===== src/rtl/types_pkg.sv =====
// Shared decode types, supported RV32I opcodes and the opcode legality check.
// Pure definitions: no latency, no flow control.
package types_pkg;

    typedef struct packed {
        logic [31:0] pc;
        logic [31:0] imm;
        logic [4:0]  rs1;
        logic [4:0]  rs2;
        logic [4:0]  rd;
        logic [1:0]  ALUOp;
        logic [6:0]  Opcode;
        logic        fu_mem;
        logic        fu_alu;
    } decode_data;

    localparam logic [6:0] OP_R     = 7'h33;
    localparam logic [6:0] OP_I     = 7'h13;
    localparam logic [6:0] OP_LOAD  = 7'h03;
    localparam logic [6:0] OP_STORE = 7'h23;
    localparam logic [6:0] OP_BR    = 7'h63;
    localparam logic [6:0] OP_LUI   = 7'h37;
    localparam logic [6:0] OP_AUIPC = 7'h17;
    localparam logic [6:0] OP_JAL   = 7'h6F;
    localparam logic [6:0] OP_JALR  = 7'h67;

    localparam logic [1:0] ALUOP_ADD = 2'b00;
    localparam logic [1:0] ALUOP_BR  = 2'b01;
    localparam logic [1:0] ALUOP_R   = 2'b10;
    localparam logic [1:0] ALUOP_I   = 2'b11;

    function automatic logic is_legal_opcode(input logic [6:0] op);
        logic legal;
        legal = 1'b0;
        case (op)
            OP_R, OP_I, OP_LOAD, OP_STORE, OP_BR,
            OP_LUI, OP_AUIPC, OP_JAL, OP_JALR: legal = 1'b1;
            default:                           legal = 1'b0;
        endcase
        return legal;
    endfunction

endpackage


===== src/rtl/decode_comb.sv =====
// Combinational decode of one fetch packet into a decode_data record plus illegal flag.
// Zero latency; no flow control of its own.
module decode_comb
    import types_pkg::*;
(
    input  logic [31:0] instr,
    input  logic [31:0] pc,
    output decode_data  dec,
    output logic        illegal
);

    logic [31:0] imm;
    logic [1:0]  alu_op;
    logic        fu_mem;
    logic        fu_alu;

    imm_gen u_imm_gen (
        .instr (instr),
        .imm   (imm)
    );

    signal_decoder u_signal_decoder (
        .opcode (instr[6:0]),
        .alu_op (alu_op),
        .fu_mem (fu_mem),
        .fu_alu (fu_alu)
    );

    always_comb begin
        dec.pc     = pc;
        dec.imm    = imm;
        dec.rs1    = instr[19:15];
        dec.rs2    = instr[24:20];
        dec.rd     = instr[11:7];
        dec.ALUOp  = alu_op;
        dec.Opcode = instr[6:0];
        dec.fu_mem = fu_mem;
        dec.fu_alu = fu_alu;
        illegal    = !is_legal_opcode(instr[6:0]);
    end

endmodule


===== src/rtl/imm_gen.sv =====
// Immediate generator: sign-extended immediate for every RV32I format.
// Combinational, no flow control.
module imm_gen
    import types_pkg::*;
(
    input  logic [31:0] instr,
    output logic [31:0] imm
);

    always_comb begin
        imm = 32'h0;
        case (instr[6:0])
            OP_I, OP_LOAD, OP_JALR: imm = {{20{instr[31]}}, instr[31:20]};
            OP_STORE:               imm = {{20{instr[31]}}, instr[31:25], instr[11:7]};
            OP_BR:                  imm = {{19{instr[31]}}, instr[31], instr[7],
                                           instr[30:25], instr[11:8], 1'b0};
            OP_LUI, OP_AUIPC:       imm = {instr[31:12], 12'h0};
            OP_JAL:                 imm = {{11{instr[31]}}, instr[31], instr[19:12],
                                           instr[20], instr[30:21], 1'b0};
            default:                imm = 32'h0;
        endcase
    end

endmodule


===== src/rtl/signal_decoder.sv =====
// Control decoder: ALU operation class and functional-unit steering from the opcode.
// Combinational, no flow control.
module signal_decoder
    import types_pkg::*;
(
    input  logic [6:0] opcode,
    output logic [1:0] alu_op,
    output logic       fu_mem,
    output logic       fu_alu
);

    always_comb begin
        alu_op = ALUOP_ADD;
        fu_mem = 1'b0;
        fu_alu = 1'b0;
        case (opcode)
            OP_R:               begin alu_op = ALUOP_R;  fu_alu = 1'b1; end
            OP_I:               begin alu_op = ALUOP_I;  fu_alu = 1'b1; end
            OP_BR:              begin alu_op = ALUOP_BR; fu_alu = 1'b1; end
            OP_LOAD, OP_STORE:  fu_mem = 1'b1;
            OP_LUI, OP_AUIPC,
            OP_JAL, OP_JALR:    fu_alu = 1'b1;
            default:            ;
        endcase
    end

endmodule


===== src/rtl/decode_queue.sv =====
// Registered decode stage: decodes fetch packets into a DEPTH-entry FIFO; push-to-head latency 1 cycle.
// Backpressure: ready_in depends on occupancy only, so no combinational path from rename to fetch.
module decode_queue
    import types_pkg::*;
#(
    parameter int DEPTH = 4,
    parameter int PTR_W = $clog2(DEPTH)
) (
    input  logic             clk,
    input  logic             reset,
    input  logic             flush,
    input  logic [31:0]      instr,
    input  logic [31:0]      pc_in,
    input  logic             valid_in,
    output logic             ready_in,
    input  logic             ready_out,
    output logic             valid_out,
    output decode_data       data_out,
    output logic             illegal_out,
    output logic [PTR_W:0]   count_out
);

    localparam logic [PTR_W:0] FULL_CNT = (PTR_W+1)'(DEPTH);

    decode_data     entry_mem   [DEPTH];
    logic           illegal_mem [DEPTH];
    logic [PTR_W-1:0] wr_ptr;
    logic [PTR_W-1:0] rd_ptr;
    logic [PTR_W:0]   count;

    decode_data dec;
    logic       dec_illegal;
    logic       push;
    logic       pop;

    decode_comb u_decode_comb (
        .instr   (instr),
        .pc      (pc_in),
        .dec     (dec),
        .illegal (dec_illegal)
    );

    assign ready_in    = (count < FULL_CNT);
    assign valid_out   = (count != '0);
    assign count_out   = count;
    assign data_out    = entry_mem[rd_ptr];
    assign illegal_out = illegal_mem[rd_ptr];

    assign push = valid_in && ready_in && !flush && !reset;
    assign pop  = valid_out && ready_out && !flush && !reset;

    // Entry contents survive flush/reset; only pointers and count define what is live.
    always_ff @(posedge clk) begin
        if (push) begin
            entry_mem[wr_ptr]   <= dec;
            illegal_mem[wr_ptr] <= dec_illegal;
        end
    end

    always_ff @(posedge clk) begin
        if (reset || flush) begin
            wr_ptr <= '0;
            rd_ptr <= '0;
            count  <= '0;
        end else begin
            if (push) wr_ptr <= wr_ptr + PTR_W'(1);
            if (pop)  rd_ptr <= rd_ptr + PTR_W'(1);
            case ({push, pop})
                2'b10:   count <= count + (PTR_W+1)'(1);
                2'b01:   count <= count - (PTR_W+1)'(1);
                default: count <= count;
            endcase
        end
    end

endmodule

===== config.mk =====
export PLATFORM = sky130hd
export DESIGN_NAME = decode_queue
export DESIGN_NICKNAME = d
export VERILOG_FILES = /design/src/rtl/types_pkg.sv /design/src/rtl/decode_comb.sv /design/src/rtl/imm_gen.sv /design/src/rtl/signal_decoder.sv /design/src/rtl/decode_queue.sv
export SDC_FILE = /design/constraint.sdc
export NUM_CORES = 1
export LEC_CHECK = 0
export BUFFER_PORTS_ARGS = -buffer_cell sky130_fd_sc_hd__buf_4
export CAP_MARGIN = 20
export CORE_ASPECT_RATIO = 0.75
export CORE_UTILIZATION = 50
export DETAILED_ROUTE_END_ITERATION = 7
export GPL_TIMING_DRIVEN = 0
export PLACE_DENSITY = 0.7
export SLEW_MARGIN = 15
export SYNTH_ARGS = -nofsm -noshare
export SYNTH_HDL_FRONTEND = slang
export SYNTH_HIERARCHICAL = 1
export SYNTH_SLANG_ARGS = --single-unit

===== constraint.sdc =====
create_clock -name clk -period 4.35 [get_ports clk]
set_clock_uncertainty 0.2 [all_clocks]
set_input_delay 0.435 -clock clk [delete_from_list [all_inputs] [get_ports clk]]
set_output_delay 0.435 -clock clk [all_outputs]
set_load 0.005 [all_outputs]

==> results of run 1 <==
-- power groups by stage --
stage	logic [uW]	registers [uW]	clock network (uW)
3_3_place_gp	269	4060	0
4_1_cts	307	3980	3080
3_5_place_dp	282	4060	0
5_1_grt	328	3980	3220
2_1_floorplan	146	4060	0
6_report	303	3980	3000
-- area by class of cell --
cell class | count | area (um^2) | area share [%]
inverters | 9 | 33.78 | 0.1889
flip-flops and latches | 373 | 11110 | 62.12
clock inverters | 15 | 150.1 | 0.8394
multi-input cells | 211 | 2939 | 16.43
well taps | 392 | 490.5 | 2.742
clock buffers | 48 | 977.2 | 5.463
repair buffers | 171 | 1471 | 8.226
plain buffers | 86 | 714.4 | 3.994
-- per-layer routing --
metal | GRT usage (%) | vias to the layer above | wire, um | part of all wire [%]
li1 | - | 3154 | - | -
met4 | 4.656 | 0 | 397 | 1.4
met1 | 26.25 | 3575 | 12260 | 44
met3 | 4.518 | 36 | 1951 | 7.0
met2 | 30.59 | 209 | 13270 | 48
met5 | 0 | - | 0 | 0
-- stage by stage --
stage | setup TNS, ns | utilization [%] | cells | area (um^2)
after floorplan | 0 | - | 679 | 14790
after global placement | -442.47 | 56.00 | 1203 | 16270
after detailed placement | 0 | 56.55 | 1209 | 16430
after CTS | 0 | 61.57 | 1305 | 17890
after global routing | 0 | 61.57 | 1305 | 17890
final | 0 | 61.57 | 1305 | 17890
-- flip-flops by register name, summed over array words and instances (netlist names), named ones only --
signal / count
rd_ptr: 2
illegal_mem: 4
wr_ptr: 2
entry_mem: 360
count_out: 3
-- what timing repair did --
action,4_1_cts,5_1_grt
hold buffers,33,0
hold endpoints to repair,132,0
endpoints found under the setup margin,0,0
setup buffers,0,0
-- path summary, 6_finish.rpt --
check / cells after the start / startpoint / end / slack (ns)
hold / removal: 2 / instr[11] / entry_mem[2][15] / 0.02
setup reg to reg: 3 / count_out[2] / entry_mem[3][68] / 1.69
hold reg to reg: 2 / rd_ptr[0] / flop / 0.34
setup / recovery: 4 / flop / data_out[36] / 1.30
-- cell families (layout without fill, tap and decap cells) --
| logic type | Yosys count | count (layout) | share of synthesized area [%] |
|---|---|---|---|
| flops | 373 | 373 | 75.13 |
| buf+inv | 95 | 329 | 5.060 |
| mux | 92 | 92 | 13.93 |
| xor+xnor | 5 | 5 | 0.2961 |
| fa+ha+maj | 6 | 6 | 0.5584 |
| compound gates | 45 | 45 | 2.259 |
| simple gates | 63 | 63 | 2.767 |
-- placed cells by master (no fill, tap or decap), types with 3 or more instances in the layout --
cell	count
clkbuf_1	15
xor2_1	4
nand3_1	15
clkinv_2	8
clkinv_1	3
and2b_1	3
buf_16	4
o21a_1	3
clkbuf_16	37
buf_2	13
ha_1	5
buf_4	189
nand2_1	4
inv_1	9
edfxtp_1	364
dlygate4sd3_1	33
nor2_1	11
o21ai_0	14
dfxtp_1	9
bufinv_16	3
a21oi_1	3
buf_12	11
nor2b_1	6
a21o_2	8
a22o_1	4
and2_4	4
mux4_2	91
==> impl_metrics.yaml, run 1 <==
logic_synthesis:
  synth-main-ff-cell: "edfxtp_1"
  synth.avg_cell_area_um2: 21.78
  synth_top_area_cell: "edfxtp_1"
  ys_types: 54
  yosys_warnings: 6
  synthArstFlopShare_pct: 0
  synth_edf_count: 364
  ys_seq_area_share_pct: 75.13
  synthTopCellsByArea: "edfxtp_1 (74%), mux4_2 (14%), buf_4 (2.9%)"
  synthMostInstantiatedCell: "edfxtp_1"
  synth.net_count: 754
  synth_top_area_share_pct: 73.91
  syn_inst: 679
  syn_area_um2: 14790
  yosys_register_bits: 373
  ys_top_cells_by_count: "edfxtp_1 (364), mux4_2 (91), buf_4 (57), nand3_1 (15), o21ai_0 (14)"
grt:
  grt_antenna_before_repair: 0
  grt_first_pass_wirelength_mm: 42.50
  grt_use_total_pct: 18.91
  grt_pass1_vias: 7253
  overflow: 0
  grt_max_degree: 50
routing:
  remaining_drc_errors: 0
  vias_per_cell: 5.344
  first_iter_violations: 501
  final_antenna_net_count: 0
  drtPass1Iterations: 5
  routedWlPerCell_um: 21.36
  num_vias: 6974
  finalWirelength_mm: 27.87
status:
  status: "finished, final reports clean"
timing:
  finalMaxSlewViolations: 0
  finalHoldViolCount: 0
  whs_ns: 0.02223
  finalCriticalPeriod_ns: 3.048
  rsz0062_at_grt: "false"
  max_slew_margin_pct: 44.85
  clock.fmax_mhz: 328.1
  fin_crit_sh_pct: 70.07
  fin_ws_ns: 1.302
  finalSetupViolCount: 0
  worstMarginPinSlew_ns: 0.8272
clock_network:
  cts_made_buffers: 37
  clkSinkCount: 373
  tritoncts: "done"
  clk_latency_ns: 0.51
  clockBufferDepth: 3
  post_cts_resize_count: 0
  clk_pin_slew_ns: 0.06
  cts_htree_levels: 2
  cts_root_buf: "clkbuf_16"
flow_run:
  drv_cap: 0
floorplanning:
  start_util_pct: 50.90
  num_rows: 54
  ios: 165
  die-area_um2: 30270
  die_w_um: 200.6
  coreArea_um2: 29050
  die_h_um: 150.9
layout:
  fillCellCount: 2073
  nets: 964
  antenna_cells: 0
  syn_to_final_growth_pct: 20.96
  drive_gt1_share_pct: 42.17
worst_setup_path:
  arrival_ns: 2.41
  critical_path_class: "flop to primary output"
  crit_path_end_kind: "primary output"
  crit_slowest_cell: "clkbuf_1"
  worstPathMaxFanout: 10
  critPathLaunchType: "flop"
  path_buf_inv: 3
  crit_chain: "clkbuf_1 -> buf_2 -> mux4_2 -> buf_4"
  required_ns: 3.71
  max_stage_delay_ns: 0.62
  cpLargestDelayFamily: "buffers and inverters"
placement:
  place.gp.congestion: 0.7212
  hpwl_mm: 17.53
  port_buffers: 132
  place_ws_ns: 1.499
min_path:
  min_path_type: "input port to flop"
pwr:
  total_power_uw: 7289
  swShare_pct: 19.11
  pwr-share-seq_pct: 54.6
  pwr-share-clk_pct: 41.2
  p_int_uw: 5896
  p_sw_uw: 1393
  power_frac_comb_pct: 4.2
  peakVddDrop_uv: 236.0
  power_leakage_uw: 0.006019
  power_density_nw_per_um2: 407.5
Note: power is estimated with default switching activity, not from simulation.
==> run 2, diff against run 1 <==
--- a/config.mk
+++ b/config.mk
@@ -11,7 +11,7 @@
 export CORE_UTILIZATION = 50
 export DETAILED_ROUTE_END_ITERATION = 7
 export GPL_TIMING_DRIVEN = 0
-export PLACE_DENSITY = 0.7
+export PLACE_DENSITY = 0.72
 export SLEW_MARGIN = 15
 export SYNTH_ARGS = -nofsm -noshare
 export SYNTH_HDL_FRONTEND = slang
==> constraint.sdc (replaced) <==
create_clock -name clk -period 2.79 [get_ports clk]
set_clock_uncertainty 0.2 [all_clocks]
set_input_delay 0.279 -clock clk [delete_from_list [all_inputs] [get_ports clk]]
set_output_delay 0.279 -clock clk [all_outputs]
set_load 0.005 [all_outputs]
==> run 2 against run 1 <==
  * Register-to-register slack lost 1.5 ns
  * Routed wire length grew 3.1%
  * Sequential power grew 56%
  * Clock power grew 63%
  * Critical path type is now input port to flop
  * Largest cell class unchanged
==> impl_metrics.yaml, run 2 (synthesized netlist as in run 1, its figures left out) <==
clock_network:
  cts_made_buffers: 38
  cts_root_buf: "clkbuf_16"
  clkSinkCount: 373
  clk_latency_ns: 0.52
  clockBufferDepth: 3
  tritoncts: "done"
  clk_pin_slew_ns: 0.06
  cts_htree_levels: 2
placement:
  place.gp.congestion: 0.7403
  port_buffers: 132
  hpwl_mm: 17.68
  placed_cell_area_um2: 16420
pwr:
  p_sw_uw: 2272
  total_power_uw: 11600
  power_leakage_uw: 0.006202
  p_int_uw: 9331
  swShare_pct: 19.58
  power_frac_comb_pct: 4.4
  power_density_nw_per_um2: 633.7
  peakVddDrop_uv: 485.0
  pwr-share-clk_pct: 42.1
  pwr-share-seq_pct: 53.5
worst_setup_path:
  critPathLaunch: "reset"
  worstReg2RegStart: "count_out[2]"
  crit_path_end_kind: "flop"
  worstPathMaxFanout: 49
  critPathLaunchType: "input port"
  required_ns: 2.78
  arrival_ns: 2.64
  critical_path_class: "input port to flop"
  r2r_cells: 3
  r2r_slack_ns: 0.20
  r2r-end: "entry_mem[0][76]"
grt:
  grt_use_total_pct: 19.10
  grt_pass1_vias: 7457
  grt_first_pass_wirelength_mm: 43.28
  grt_antenna_before_repair: 1
  grt_max_degree: 50
  overflow: 0
floorplanning:
  coreArea_um2: 29050
  start_util_pct: 50.90
  num_rows: 54
  die_h_um: 150.9
  ios: 165
  die-area_um2: 30270
  die_w_um: 200.6
routing:
  final_antenna_net_count: 0
  first_iter_violations: 395
  remaining_drc_errors: 0
  vias_per_cell: 5.376
  drtPass1Iterations: 5
  routedWlPerCell_um: 21.35
  num_vias: 7236
  finalWirelength_mm: 28.74
layout:
  final_cell_area_um2: 18310
  syn_to_final_growth_pct: 23.83
  multi_input_area_um2: 2955
  drive_gt1_share_pct: 40.50
  largest_register_ffs: 360
  top_register: "entry_mem"
  nets: 998
  final_common_cell: "edfxtp_1"
  seq_area_um2: 11110
  fillCellCount: 1963
  final_cell_mix: "edfxtp_1 (364), buf_4 (189), mux4_2 (91)"
timing:
  finalSetupViolCount: 0
  max_slew_margin_pct: 50.85
  worstMarginPinSlew_ns: 0.7373
  finalCriticalPeriod_ns: 2.653
  fin_crit_sh_pct: 95.11
  finalMaxSlewViolations: 0
  rsz0062_at_grt: "false"
  finalHoldViolCount: 0
  clock.fmax_mhz: 376.9
flow_run:
  drv_cap: 0
min_path:
  min-delay-start: "instr[4]"
  holdPathStages: 2
  min_path_type: "input port to flop"
  min_to: "entry_mem[2][6]"
status:
  status: "finished, final reports clean"
[run 2: cell count changes in the layout (fill, tap and decap cells not counted), sizes merged]
cell	before	now
clkinv	12	22
dlygate4sd3	33	67
bufinv	3	2
diode	0	1
and2	4	5
clkbuf	53	50
buf	219	218
[run 2: worst max path at each step]
stage	to	slack, ns
finish	entry_mem[0][76]	0.14
floorplan	entry_mem[0][0]	0.12
global route	entry_mem[0][87]	0.04
global placement	entry_mem[1][64]	-0.89
detailed placement	entry_mem[3][63]	0.08
CTS	data_out[14]	0.004
[run 2: layout make-up]
| class | instances | share of cell area [%] |
|---|---|---|
| flip-flops and latches | 373 | 60.68 |
| repair buffers | 204 | 9.826 |
| clock buffers | 46 | 5.705 |
| diodes | 1 | 0.01367 |
| inverters | 9 | 0.1845 |
| clock inverters | 24 | 0.8883 |
| plain buffers | 85 | 3.881 |
| well taps | 392 | 2.679 |
| multi-input cells | 212 | 16.14 |
[run 2: power by group through the flow]
stage                     logic (uW)  clock network (uW)  registers, uW
final                            515                4880           6210
after global routing             556                5200           6210
after CTS                        516                4990           6210
after detailed placement         437                   0           6330
after global placement           419                   0           6330
after floorplan                  229                   0           6320
[run 2: critical path: stages]
cell and delay (ns):
dlygate4sd3_1 0.54, buf_4 0.14, nor4b_4 0.56, and2_4 0.73, buf_16 0.35
[run 2: metal layers]
layer | up-vias | track usage, % | part of all wire, %
met1 | 3702 | 27.07 | 44
met2 | 268 | 30.07 | 47
met5 | - | 0 | 0
li1 | 3228 | - | -
met3 | 38 | 4.561 | 7.5
met4 | 0 | 5.153 | 1.6
[run 2: repair_timing]
action / 4_1_cts / 5_1_grt
setup buffers: 0 / 0
hold endpoints to repair: 300 / 0
resized for setup: 0 / 2
cloned: 0 / 1
pin swaps: 0 / 2
setup endpoints to repair: 90 / 167
hold buffers: 67 / 0
[run 2: stage by stage]
step	setup slack (ns)	std cells	setup TNS [ns]	hold WS, ns	util, %
3_3_place_gp	-0.8944	1203	-313.30	0.2823	56.02
3_5_place_dp	0.08078	1208	0	0.2842	56.51
2_1_floorplan	0.1225	679	0	0.2749	-
5_1_grt	0.03668	1346	0	0.01765	63.03
4_1_cts	0.004120	1344	0	0.001272	62.96
6_report	0.1365	1346	0	0.02171	63.03
==> run 3, diff against run 2 <==
--- a/config.mk
+++ b/config.mk
@@ -10,8 +10,7 @@
 export CORE_ASPECT_RATIO = 0.75
 export CORE_UTILIZATION = 50
 export DETAILED_ROUTE_END_ITERATION = 7
-export GPL_TIMING_DRIVEN = 0
-export PLACE_DENSITY = 0.72
+export PLACE_DENSITY = 0.7
 export SLEW_MARGIN = 15
 export SYNTH_ARGS = -nofsm -noshare
 export SYNTH_HDL_FRONTEND = slang
==> constraint.sdc (replaced) <==
create_clock -name clk -period 3.1 [get_ports clk]
set_clock_uncertainty 0.2 [all_clocks]
set_input_delay 0.31 -clock clk [delete_from_list [all_inputs] [get_ports clk]]
set_output_delay 0.31 -clock clk [all_outputs]
set_load 0.005 [all_outputs]
==> run 3 against run 2 <==
  * Core utilization is 1.6 points lower
  * Power is 13% lower
  * Highest routed layer unchanged
  * Register-to-register slack gained 0.51 ns
  * Sequential share of layout area rose by 1.6 points
  * Critical endpoint is now data_out[87]
  * Cell area decreased by 2.5%
  * Global-route usage is 0.29 points higher
  * Sequential power shrank 10%
  * Via count decreased by 0.94%
  * Critical path type is now flop to primary output
==> impl_metrics.yaml, run 3 (synthesized netlist as in run 1, its figures left out) <==
status:
  status: "finished, final reports clean"
clock_network:
  clk_latency_ns: 0.50
  tritoncts: "done"
  clk_pin_slew_ns: 0.06
  cts_htree_levels: 2
  cts_made_buffers: 37
  clockBufferDepth: 3
  cts_root_buf: "clkbuf_16"
  clkSinkCount: 373
layout:
  final_cell_area_um2: 17850
  syn_to_final_growth_pct: 20.69
  final_cell_mix: "edfxtp_1 (364), buf_4 (170), mux4_2 (91)"
  final_common_cell: "edfxtp_1"
  top_register: "entry_mem"
  largest_register_ffs: 360
  nets: 952
  drive_gt1_share_pct: 38.98
routing:
  remaining_drc_errors: 0
  num_vias: 7168
  routedWlPerCell_um: 22.33
  final_antenna_net_count: 0
  wl_met3_mm: 2.158
  finalWirelength_mm: 28.93
  wl_met1_mm: 12.79
  drtPass1Iterations: 6
  wl_met2_mm: 13.66
  top_layer_used: "met4"
  vias_per_cell: 5.531
  first_iter_violations: 494
worst_setup_path:
  crit_chain: "buf_12 -> mux4_2 -> buf_4"
  max_stage_delay_ns: 0.58
  worstReg2RegStart: "count_out[2]"
  crit_slowest_cell: "dfxtp_4"
  critPathLaunchType: "flop"
  required_ns: 2.59
  r2r_cells: 8
  crit_end: "data_out[87]"
  arrival_ns: 2.16
  crit_path_end_kind: "primary output"
  critical_path_class: "flop to primary output"
  r2r_slack_ns: 0.71
  worstPathMaxFanout: 31
  r2r-end: "count_out[2]"
floorplanning:
  start_util_pct: 50.90
  coreArea_um2: 29050
  die-area_um2: 30270
  num_rows: 54
  die_w_um: 200.6
  ios: 165
  die_h_um: 150.9
placement:
  placed_cell_area_um2: 16080
  place.gp.congestion: 0.7687
  hpwl_mm: 17.97
  place_ws_ns: 0.6132
  port_buffers: 164
timing:
  rsz0062_at_grt: "false"
  finalMaxSlewViolations: 0
  finalSetupViolCount: 0
  fin_ws_ns: 0.4251
  fin_crit_sh_pct: 86.29
  worstMarginPinSlew_ns: 0.7505
  finalHoldViolCount: 0
  tns_ns: 0
  clock.fmax_mhz: 373.8
  finalCriticalPeriod_ns: 2.675
  max_slew_margin_pct: 49.92
  whs_ns: 0.02863
min_path:
  min_path_type: "input port to flop"
grt:
  grt_antenna_before_repair: 1
  grt_pass1_vias: 7557
  grt_first_pass_wirelength_mm: 44.25
  grt_use_total_pct: 19.39
  overflow: 0
  grt_max_degree: 92
flow_run:
  drv_cap: 0
pwr:
  peakVddDrop_uv: 433.8
  total_power_uw: 10150
  power_leakage_uw: 0.005921
  power_density_nw_per_um2: 568.5
run 3: how the worst min path moves through the flow:
stage	slack, ns	start	to	depth (start not counted)
3_3_place_gp	0.31	pc_in[13]	entry_mem[0][71]	1
2_1_floorplan	0.28	rd_ptr[1]	flop	2
4_1_cts	0.02	ready_out	rd_ptr[0]	4
5_1_grt	0.05	instr[27]	entry_mem[3][33]	2
6_report	0.03	ready_out	rd_ptr[0]	4
3_5_place_dp	0.31	pc_in[13]	entry_mem[1][71]	1
run 3: layout make-up:
cell class | instances | area [um^2]
Tap cell | 392 | 490.5
Multi-Input combinational cell | 211 | 2939
Inverter | 9 | 33.78
Antenna cell | 1 | 2.502
Clock buffer | 45 | 977.2
Fill cell | 2035 | 11210
Timing Repair Buffer | 245 | 2137
Clock inverter | 20 | 148.9
Sequential cell | 373 | 11120
run 3: per-stage QoR:
step | util [%] | cells
global placement | 55.34 | 1166
floorplan | - | 679
finish | 61.43 | 1296
CTS | 61.42 | 1295
detailed placement | 55.34 | 1166
global route | 61.43 | 1296
run 3: worst max-delay path: cells and delay by family (launching register included):
family                 cells  cell delay [ns]
DFF                        1             0.58
muxes                      1             0.58
buffers and inverters      2             0.48
run 3: power by group:
part / internal, uW / switching [uW] / leakage (uW)
clock network: 2340 / 1780 / 0.000546
logic: 233 / 207 / 0.00197
registers: 5570 / 15.4 / 0.00340
run 3: repair_timing:
| action | in CTS | in global routing |
|---|---|---|
| endpoints found under the hold margin | 270 | 0 |
| buffers inserted | 0 | 0 |
| hold buffers | 64 | 0 |
| endpoints found under the setup margin | 0 | 0 |
| resized for setup | 0 | 0 |
run 3: per-layer routing:
layer	vias to the layer above	global-route usage [%]
met5	-	0
met4	0	4.351
met3	30	5.142
met2	265	30.66
met1	3737	27.36
li1	3136	-
